### src/rtl/mips_ctrl_pkg.sv
// mips_ctrl_pkg: shared encodings for the multi-cycle MIPS control unit.
// Holds opcode constants, ALUOp / ALUSrcB / PCSource encodings, the FSM
// state encoding, the bundled control-output struct and an opcode legality
// helper used by the output decoder.
package mips_ctrl_pkg;

  // Opcodes (instruction bits [31:26])
  localparam logic [5:0] OP_R    = 6'h00;
  localparam logic [5:0] OP_INC  = 6'h01;
  localparam logic [5:0] OP_J    = 6'h02;
  localparam logic [5:0] OP_BEQ  = 6'h04;
  localparam logic [5:0] OP_BNE  = 6'h05;
  localparam logic [5:0] OP_ADDI = 6'h08;
  localparam logic [5:0] OP_ORI  = 6'h0D;
  localparam logic [5:0] OP_LW   = 6'h23;
  localparam logic [5:0] OP_SW   = 6'h2B;

  // ALUOp encodings
  localparam logic [2:0] ALU_ADD   = 3'b100;
  localparam logic [2:0] ALU_OR    = 3'b101;
  localparam logic [2:0] ALU_SUB   = 3'b001;
  localparam logic [2:0] ALU_INC   = 3'b110;
  localparam logic [2:0] ALU_FUNCT = 3'b111;

  // ALUSrcB encodings
  localparam logic [1:0] SRCB_RT      = 2'b00;
  localparam logic [1:0] SRCB_FOUR    = 2'b01;
  localparam logic [1:0] SRCB_IMM     = 2'b10;
  localparam logic [1:0] SRCB_IMM_SH2 = 2'b11;

  // PCSource encodings
  localparam logic [1:0] PCSRC_ALU    = 2'b00;
  localparam logic [1:0] PCSRC_ALUOUT = 2'b01;
  localparam logic [1:0] PCSRC_JUMP   = 2'b10;

  // FSM states; encodings 13-15 are unused and recover to FETCH
  typedef enum logic [3:0] {
    S_IDLE      = 4'd0,
    S_FETCH     = 4'd1,
    S_DECODE    = 4'd2,
    S_MEM_ADDR  = 4'd3,
    S_MEM_READ  = 4'd4,
    S_MEM_WB    = 4'd5,
    S_MEM_WRITE = 4'd6,
    S_R_EXEC    = 4'd7,
    S_R_WB      = 4'd8,
    S_I_EXEC    = 4'd9,
    S_I_WB      = 4'd10,
    S_BRANCH    = 4'd11,
    S_JUMP      = 4'd12
  } state_e;

  // All datapath controls produced by the output decoder
  typedef struct packed {
    logic       pc_write;
    logic       pc_write_cond_eq;
    logic       pc_write_cond_ne;
    logic       i_or_d;
    logic       mem_read;
    logic       mem_write;
    logic       ir_write;
    logic       reg_dst;
    logic       reg_write;
    logic       mem_to_reg;
    logic       alu_src_a;
    logic [1:0] alu_src_b;
    logic [1:0] pc_source;
    logic [2:0] alu_op;
    logic       illegal_op;
  } ctrl_t;

  // True for every opcode this control unit can sequence
  function automatic logic is_legal_op(input logic [5:0] op);
    logic legal;
    case (op)
      OP_R, OP_INC, OP_J, OP_BEQ, OP_BNE,
      OP_ADDI, OP_ORI, OP_LW, OP_SW: legal = 1'b1;
      default:                       legal = 1'b0;
    endcase
    return legal;
  endfunction

endpackage

### src/rtl/mc_output_decode.sv
// mc_output_decode: purely combinational control-output decoder.
// Ports:
//   state_i     - current FSM state (4-bit, unused encodings give all-zero)
//   op_i        - opcode from the instruction register
//   mem_ready_i - memory handshake; only FETCH strobes depend on it
//   ctrl_o      - bundled datapath controls (see mips_ctrl_pkg::ctrl_t)
module mc_output_decode
  import mips_ctrl_pkg::*;
(
  input  logic [3:0] state_i,
  input  logic [5:0] op_i,
  input  logic       mem_ready_i,
  output ctrl_t      ctrl_o
);

  // Map state (plus opcode / ready where needed) to datapath controls
  always_comb begin
    ctrl_o = '0;
    case (state_i)
      S_FETCH: begin
        ctrl_o.mem_read  = 1'b1;
        ctrl_o.alu_src_b = SRCB_FOUR;
        ctrl_o.alu_op    = ALU_ADD;
        ctrl_o.pc_source = PCSRC_ALU;
        // IR load and PC+4 only commit on the cycle memory delivers
        ctrl_o.ir_write  = mem_ready_i;
        ctrl_o.pc_write  = mem_ready_i;
      end
      S_DECODE: begin
        // Precompute branch target into ALUOut
        ctrl_o.alu_src_b  = SRCB_IMM_SH2;
        ctrl_o.alu_op     = ALU_ADD;
        ctrl_o.illegal_op = ~is_legal_op(op_i);
      end
      S_MEM_ADDR: begin
        ctrl_o.alu_src_a = 1'b1;
        ctrl_o.alu_src_b = SRCB_IMM;
        ctrl_o.alu_op    = ALU_ADD;
      end
      S_MEM_READ: begin
        ctrl_o.mem_read = 1'b1;
        ctrl_o.i_or_d   = 1'b1;
      end
      S_MEM_WB: begin
        ctrl_o.reg_write  = 1'b1;
        ctrl_o.mem_to_reg = 1'b1;
      end
      S_MEM_WRITE: begin
        ctrl_o.mem_write = 1'b1;
        ctrl_o.i_or_d    = 1'b1;
      end
      S_R_EXEC: begin
        ctrl_o.alu_src_a = 1'b1;
        ctrl_o.alu_src_b = SRCB_RT;
        ctrl_o.alu_op    = ALU_FUNCT;
      end
      S_R_WB: begin
        ctrl_o.reg_dst   = 1'b1;
        ctrl_o.reg_write = 1'b1;
      end
      S_I_EXEC: begin
        ctrl_o.alu_src_a = 1'b1;
        ctrl_o.alu_src_b = SRCB_IMM;
        case (op_i)
          OP_ORI:  ctrl_o.alu_op = ALU_OR;
          OP_INC:  ctrl_o.alu_op = ALU_INC;
          default: ctrl_o.alu_op = ALU_ADD;
        endcase
      end
      S_I_WB: begin
        ctrl_o.reg_write = 1'b1;
      end
      S_BRANCH: begin
        ctrl_o.alu_src_a        = 1'b1;
        ctrl_o.alu_src_b        = SRCB_RT;
        ctrl_o.alu_op           = ALU_SUB;
        ctrl_o.pc_source        = PCSRC_ALUOUT;
        ctrl_o.pc_write_cond_eq = (op_i == OP_BEQ);
        ctrl_o.pc_write_cond_ne = (op_i == OP_BNE);
      end
      S_JUMP: begin
        ctrl_o.pc_write  = 1'b1;
        ctrl_o.pc_source = PCSRC_JUMP;
      end
      default: begin
        ctrl_o = '0;
      end
    endcase
  end

endmodule

### src/rtl/multicycle_control.sv
// multicycle_control: multi-cycle MIPS control FSM with retired-instruction
// counter. Outputs decode from the registered state (FETCH strobes also use
// mem_ready), so an asynchronous reset clears every strobe immediately.
// Ports:
//   clk, reset          - rising-edge clock, async active-high reset
//   OP, mem_ready       - opcode and memory handshake
//   PCWrite..ALUOp      - datapath controls
//   illegal_op          - pulses in DECODE for an unsupported opcode
//   instr_count         - retired instructions, wraps at 2^COUNT_W
//   state               - current FSM state for debug
module multicycle_control
  import mips_ctrl_pkg::*;
#(
  parameter int unsigned COUNT_W = 16
) (
  input  logic               clk,
  input  logic               reset,
  input  logic [5:0]         OP,
  input  logic               mem_ready,
  output logic               PCWrite,
  output logic               PCWriteCondEQ,
  output logic               PCWriteCondNE,
  output logic               IorD,
  output logic               MemRead,
  output logic               MemWrite,
  output logic               IRWrite,
  output logic               RegDst,
  output logic               RegWrite,
  output logic               MemtoReg,
  output logic               ALUSrcA,
  output logic [1:0]         ALUSrcB,
  output logic [1:0]         PCSource,
  output logic [2:0]         ALUOp,
  output logic               illegal_op,
  output logic [COUNT_W-1:0] instr_count,
  output logic [3:0]         state
);

  localparam logic [COUNT_W-1:0] CNT_ONE = {{(COUNT_W-1){1'b0}}, 1'b1};

  state_e             state_q, state_d;
  logic [COUNT_W-1:0] count_q, count_d;
  logic               retire_s;
  ctrl_t              ctrl_s;

  // Next-state selection and retirement detection
  always_comb begin
    state_d  = state_q;
    retire_s = 1'b0;
    case (state_q)
      S_IDLE:   state_d = S_FETCH;
      S_FETCH: begin
        if (mem_ready) state_d = S_DECODE;
        else           state_d = S_FETCH;
      end
      S_DECODE: begin
        case (OP)
          OP_LW, OP_SW:            state_d = S_MEM_ADDR;
          OP_R:                    state_d = S_R_EXEC;
          OP_ADDI, OP_ORI, OP_INC: state_d = S_I_EXEC;
          OP_BEQ, OP_BNE:          state_d = S_BRANCH;
          OP_J:                    state_d = S_JUMP;
          default:                 state_d = S_FETCH; // illegal, not retired
        endcase
      end
      S_MEM_ADDR: begin
        if (OP == OP_LW)      state_d = S_MEM_READ;
        else if (OP == OP_SW) state_d = S_MEM_WRITE;
        else                  state_d = S_FETCH;
      end
      S_MEM_READ: begin
        if (mem_ready) state_d = S_MEM_WB;
        else           state_d = S_MEM_READ;
      end
      S_MEM_WB: begin
        state_d  = S_FETCH;
        retire_s = 1'b1;
      end
      S_MEM_WRITE: begin
        if (mem_ready) begin
          state_d  = S_FETCH;
          retire_s = 1'b1;
        end else begin
          state_d  = S_MEM_WRITE;
          retire_s = 1'b0;
        end
      end
      S_R_EXEC: state_d = S_R_WB;
      S_R_WB: begin
        state_d  = S_FETCH;
        retire_s = 1'b1;
      end
      S_I_EXEC: state_d = S_I_WB;
      S_I_WB: begin
        state_d  = S_FETCH;
        retire_s = 1'b1;
      end
      S_BRANCH, S_JUMP: begin
        state_d  = S_FETCH;
        retire_s = 1'b1;
      end
      default: state_d = S_FETCH;
    endcase
  end

  // Counter next value; wraps naturally at 2^COUNT_W
  always_comb begin
    if (retire_s) count_d = count_q + CNT_ONE;
    else          count_d = count_q;
  end

  // State and counter registers with asynchronous reset
  always_ff @(posedge clk or posedge reset) begin
    if (reset) begin
      state_q <= S_IDLE;
      count_q <= '0;
    end else begin
      state_q <= state_d;
      count_q <= count_d;
    end
  end

  mc_output_decode u_decode (
    .state_i     (state_q),
    .op_i        (OP),
    .mem_ready_i (mem_ready),
    .ctrl_o      (ctrl_s)
  );

  assign PCWrite       = ctrl_s.pc_write;
  assign PCWriteCondEQ = ctrl_s.pc_write_cond_eq;
  assign PCWriteCondNE = ctrl_s.pc_write_cond_ne;
  assign IorD          = ctrl_s.i_or_d;
  assign MemRead       = ctrl_s.mem_read;
  assign MemWrite      = ctrl_s.mem_write;
  assign IRWrite       = ctrl_s.ir_write;
  assign RegDst        = ctrl_s.reg_dst;
  assign RegWrite      = ctrl_s.reg_write;
  assign MemtoReg      = ctrl_s.mem_to_reg;
  assign ALUSrcA       = ctrl_s.alu_src_a;
  assign ALUSrcB       = ctrl_s.alu_src_b;
  assign PCSource      = ctrl_s.pc_source;
  assign ALUOp         = ctrl_s.alu_op;
  assign illegal_op    = ctrl_s.illegal_op;
  assign instr_count   = count_q;
  assign state         = state_q;

endmodule

### config.mk
export PLATFORM = sky130hd
export DESIGN_NAME = multicycle_control
export DESIGN_NICKNAME = d
export VERILOG_FILES = /design/src/rtl/mips_ctrl_pkg.sv /design/src/rtl/mc_output_decode.sv /design/src/rtl/multicycle_control.sv
export SDC_FILE = /design/constraint.sdc
export NUM_CORES = 1
export LEC_CHECK = 0
export ABC_AREA = 0
export CELL_PAD_IN_SITES_DETAIL_PLACEMENT = 1
export CELL_PAD_IN_SITES_GLOBAL_PLACEMENT = 1
export CORE_UTILIZATION = 29
export CTS_CLUSTER_SIZE = 24
export DETAILED_ROUTE_END_ITERATION = 8
export PLACE_DENSITY_LB_ADDON = 0.1
export SLEW_MARGIN = 40
export SYNTH_ARGS = -nofsm -noshare
export SYNTH_HDL_FRONTEND = slang
export SYNTH_SLANG_ARGS = --single-unit
### constraint.sdc
create_clock -name clk -period 2 [get_ports clk]
set_input_delay 0.6 -clock clk [delete_from_list [all_inputs] [get_ports clk]]
set_output_delay 0.6 -clock clk [all_outputs]
set_load 0.05 [all_outputs]
# Word level (Yosys, flattened, before mapping)
# Index checks and enable logic that the tools add are counted.
[totals]
in_bits = 9
register_bits = 20
output_inout_bits = 39
wordCells = 62
[op_classes]
reduce_logical = 12
add_sub_neg = 1
muxes = 26
n_eq_ne = 20
bitwise_logic = 1
[op_table]
columns = ["op", "count"]
rows = [
  ["4-bit one-hot mux with 7 select lines", 1],
  ["4-bit == test, second input constant", 5],
  ["4-bit one-hot mux with 5 select lines", 1],
  ["16-bit by 1-bit adder with 16-bit output, second input constant", 1],
  ["4-bit by 3-bit == test with 1-bit output, second input constant", 4],
  ["1-bit 2-to-1 mux", 13],
  ["6-bit by 3-bit == test with 1-bit output, second input constant", 2],
  ["6-bit by 4-bit == test with 1-bit output, second input constant", 2],
  ["6-bit == test, second input constant", 2],
  ["3-bit one-hot mux with 4 select lines", 1],
  ["2-bit OR reduction", 5],
  ["3-bit 2-to-1 mux", 3],
  ["3-bit OR reduction", 3],
  ["9-bit OR reduction", 1],
  ["4-bit by 2-bit == test with 1-bit output, second input constant", 2],
  ["2-bit one-hot mux with 2 select lines", 2],
  ["6-bit by 1-bit == test with 1-bit output, second input constant", 1],
  ["6-bit by 2-bit == test with 1-bit output, second input constant", 1],
  ["6-bit zero test", 1],
  ["2-bit one-hot mux with 3 select lines", 1],
  ["5-bit OR reduction", 1],
  ["4-bit by 1-bit == test with 1-bit output, second input constant", 1],
  ["2-bit 2-to-1 mux", 2],
  ["1-bit one-hot mux with 2 select lines", 2],
  ["other kinds (2)", 2],
]

# Longest topological paths before layout
[logic_depth]
depth_word = 6
mapped_depth = 7
ltp_nobuf = 5

# Modules after synthesis
# Synthesis repeated with hierarchy kept, for this count alone.
[unflattened]
hier_cells = 163
hier_area_um2 = 1545.2
[modules_own_cells]
columns = ["mod", "area_each_um2", "instances", "seq_area_each_um2", "cells_per_inst"]
rows = [
  ["multicycle_control", 1174.9, 1, 500.5, 112],
  ["mc_output_decode", 370.4, 1, 0.0, 51],
]

# Worst setup path after synthesis
# OpenSTA, ideal clock, no wires.
[synth_timing]
path_type = "flip-flop to output port"
from = "reg state_q[3] (netlist: state[3])"
to = "out PCWriteCondEQ"
t_required_ns = 1.400
setup_slack_ns = -1.664
n_path_buf = 1
path_stages_with_launch = 6
t_arrival_ns = 3.064
cell_sequence = "dfrtp_1 > clkbuf_1 > nand2_1 > nor2_1 > nand2_1 > nor3_1"
[synth_via]
elab_chain_len = 2
[synth_lines]
columns = ["item", "line_no", "rtl"]
rows = [
  ["start, declared", "multicycle_control.sv:41", "state_e state_q, state_d;"],
  ["start signal, assigned", "multicycle_control.sv:118", "state_q <= state_d;"],
  ["4-bit == test", "mc_output_decode.sv:19", "case (state_i)"],
  ["2-bit 2-to-1 mux", "mc_output_decode.sv:19", ""],
  ["end, declared", "multicycle_control.sv:21", "output logic PCWriteCondEQ,"],
]
# No other way between the ends.

# Final worst setup path
[layout_timing]
from = "in OP[5]"
to = "out ALUOp[0]"
[layout_via]
elab_chain_len = 3
word_cells_on_any_way = 4
cone_classes = "2 x eq/ne; 2 x mux"
[layout_lines]
columns = ["item", "line_no", "rtl"]
rows = [
  ["start, declared", "multicycle_control.sv:18", "input logic [5:0] OP,"],
  ["6-bit by 1-bit == test with 1-bit output or 6-bit by 4-bit == test with 1-bit output (tied branches)", "mc_output_decode.sv:64", "case (op_i)"],
  ["2-bit one-hot mux with 2 select lines *", "mc_output_decode.sv:64", ""],
  ["3-bit one-hot mux with 4 select lines *", "mc_output_decode.sv:19", ""],
  ["end, declared", "multicycle_control.sv:33", "output logic [2:0] ALUOp,"],
]
# Mark *: on every way between the ends. The rest lies on a longest branch, timed or not.

==> flow_metrics.tcl <==
set metrics [dict create \
    met3_length_microns 182 \
    critical-path-max-stage-delay_ns 0.19 \
    endpoint_kind "output pin" \
    synth.most_common_cell "nand2_1" \
    fmax_mhz 443 \
    grt_antenna_before_repair 0 \
    layout-drive-gt1-share_pct 60.2 \
    dp_hpwl_mm 3.87 \
    firstDrtPassIters 6 \
    n_antenna_cell 0 \
    die_area_sq_mm 0.00507 \
    synth.distinct_cells 42 \
    rsz0062_at_grt "true" \
    chipHeight_microns 71.2 \
    stdcell_count 316 \
    synth_edf_count 0 \
    nNetsFinal 276 \
    min_period_over_period_pct 113 \
    failed_checks "setup timing" \
    remaining_drc_errors 0 \
    synth_top_area_share_pct 36.1 \
    power_mw 3.21 \
    required_ns 1.40 \
    setup_viol 17 \
    n_fill_cell 485 \
    area_delta_synth_final_pct 113 \
    cts_tree "built" \
    die_x_microns 71.2 \
    cts-hold-fix-buffers 0 \
    syn_nets 175 \
    worst_ep_arrival_time_ns 1.66 \
    worstHoldPathType "reg2reg" \
    critPathLaunch "OP[5]" \
    ff2ff_setup_slack_ns 0.12 \
    core_area_sq_mm 0.00447 \
    syn-cell-area_sq_mm 0.00139 \
    wl_mm 6.00 \
    p_per_area_mw_per_mm2 1080 \
    clock_skew_ns 0.00519 \
    drt_iter0_drc 48 \
    vias_per_cell 5.30 \
    status "finished with violations" \
    num_rows 24 \
    period_needed_ns 2.26 \
    start_util_pct 31.0 \
    peakVddDrop_v 0.000554 \
    slowest_stage "nor3_4" \
    syn-instance-count 165 \
    async_flop_share_pct 100 \
    finalWorstSetupSlack_ns -0.256 \
    r2r_start "state[0]$_DFF_PP0_" \
    p_leak_nw 1.28 \
    clock_latency_ns 0.26 \
    hold_viol_final 0 \
    hp-start "instr_count[11]$_DFFE_PP0P_" \
    synth_area_leaders "dfrtp_1 36%, xnor2_1 8.2%, nand2_1 6.5%" \
    grt_pass1_vias 1724 \
    gp_congestion 0.802 \
    grt_max_degree 21 \
    path_class "in2out" \
    ctsHtreeMaxLevel 1 \
    slew_viol_final 0 \
    startpoint_type "input pin" \
    cp.buffers_inverters 3 \
    clock-sinks 20 \
    clock_path_buffers 2 \
    path_clk_slew_ns 0.07 \
    ant_nets 0 \
    grt_remaining_overflow 0 \
    ys_ff_latch 20 \
    worstMarginPinSlew_ns 0.376 \
    avgSynthCellArea_sq_um 8.41 \
    synth_top_cell_by_area "dfrtp_1" \
    max_slew_margin_pct 74.9 \
    synthFlopType "dfrtp_1" \
    drv_cap 0 \
    synthTopCellsByCount "24 x nand2_1, 20 x dfrtp_1, 14 x nor2_1, 13 x xnor2_1, 11 x nor3_1" \
    top_layer_used "met4" \
    path_cells "buf_8 > nor3_4 > nand4_1 > buf_4 > nor2_4 > o211a_4 > buf_12" \
    wl_met2_mm 3.28 \
    met1_length_mm 2.39 \
    io_buffers 47 \
    grt_pass1_wl_mm 8.57 \
    synth_seq_area_share_pct 36.1 \
    crit_fanout 4 \
    yosysWarnings 0 \
    numCtsBuffers 3 \
    cts_root_buffer "clkbuf_8" \
    cpLargestDelayFamily "simple AND/OR/NAND/NOR gates" \
    ios 48 \
    grt_use_total_pct 21.7 \
    dr_total_vias 1675 \
    post_drt_wl_per_cell_microns 19.0 \
    place_inst 288 \
]
[cells by family (layout without fill, tap and decap cells)]
family / after synthesis / after routing / synth area share, %
AOI/OAI and AO/OA: 28 / 28 / 14.7
and+or+nand+nor: 82 / 82 / 31.6
adders and majority gates: 1 / 1 / 0.902
buffers and inverters: 16 / 115 / 5.14
xor gates and xnor gates: 16 / 16 / 10.1
muxes: 2 / 2 / 1.53
DFF: 20 / 20 / 36.1
[final cells by class]
cell class / instances / area (sq um) / area share [%]
Inverter: 5 / 21.3 / 0.719
Clock buffer: 3 / 41.3 / 1.40
Timing Repair Buffer: 107 / 1200 / 40.5
Tap cell: 52 / 65.1 / 2.20
Sequential cell: 20 / 505 / 17.1
Multi-Input combinational cell: 129 / 1130 / 38.1
[layer usage]
metal / up-vias / global-route usage [%]
li1: 781 / -
met1: 827 / 26.5
met2: 53 / 39.9
met3: 14 / 4.27
met4: 0 / 3.33
met5: - / 0
[repair_timing]
| item | CTS | global route |
|---|---|---|
| buffers inserted | 16 | 10 |
| endpoints found under the hold margin | 0 | 0 |
| setup endpoints to repair | 23 | 18 |
| resized for setup | 66 | 24 |
| pin swaps | 17 | 14 |
[state kept, by name, summed over array words and instances, names as in the netlist]
name	count
state	4
instr_count	16
[report_power, final]
group / total (mW) / internal (mW) / switching [mW]
Clock: 0.267 / 0.134 / 0.133
Sequential: 0.514 / 0.455 / 0.0588
Combinational: 2.43 / 1.15 / 1.28
[layout by cell type, fill, tap and decap left out, types with 5 or more instances in the layout]
| master | n |
|---|---|
| buf_4 | 56 |
| buf_12 | 24 |
| nand2_1 | 18 |
| buf_6 | 18 |
| dfrtp_1 | 16 |
| xnor2_1 | 12 |
| nand3_1 | 7 |
| nor2_1 | 6 |
| nor2_4 | 6 |
| nor3_4 | 6 |
| nand4_1 | 5 |
| o21ai_0 | 5 |
[per-stage QoR]
step / hold slack [ns] / setup WS (ns) / TNS [ns] / cell area [sq um] / utilization, %
2_1_floorplan: 0.564 / -0.378 / -1.78 / 1650 / -
3_3_place_gp: 0.462 / -0.563 / -4.68 / 2530 / 56.5
3_5_place_dp: 0.473 / -0.661 / -5.35 / 2530 / 56.5
4_1_cts: 0.486 / -0.279 / -1.23 / 2810 / 62.8
5_1_grt: 0.522 / -0.309 / -2.38 / 2960 / 66.1
6_report: 0.500 / -0.256 / -1.62 / 2960 / 66.1
[path summary, 6_finish.rpt]
kind / endpoint / cells past startpoint
max: ALUOp[0] / 7
min: instr_count[11]$_DFFE_PP0P_ / 1
max reg2reg: instr_count[1]$_DFFE_PP0P_ / 8
min reg2reg: instr_count[11]$_DFFE_PP0P_ / 1
max in group asynchronous: state[0]$_DFF_PP0_ / 3
min in group asynchronous: instr_count[15]$_DFFE_PP0P_ / 3
Power figures use the tool's default switching activity.
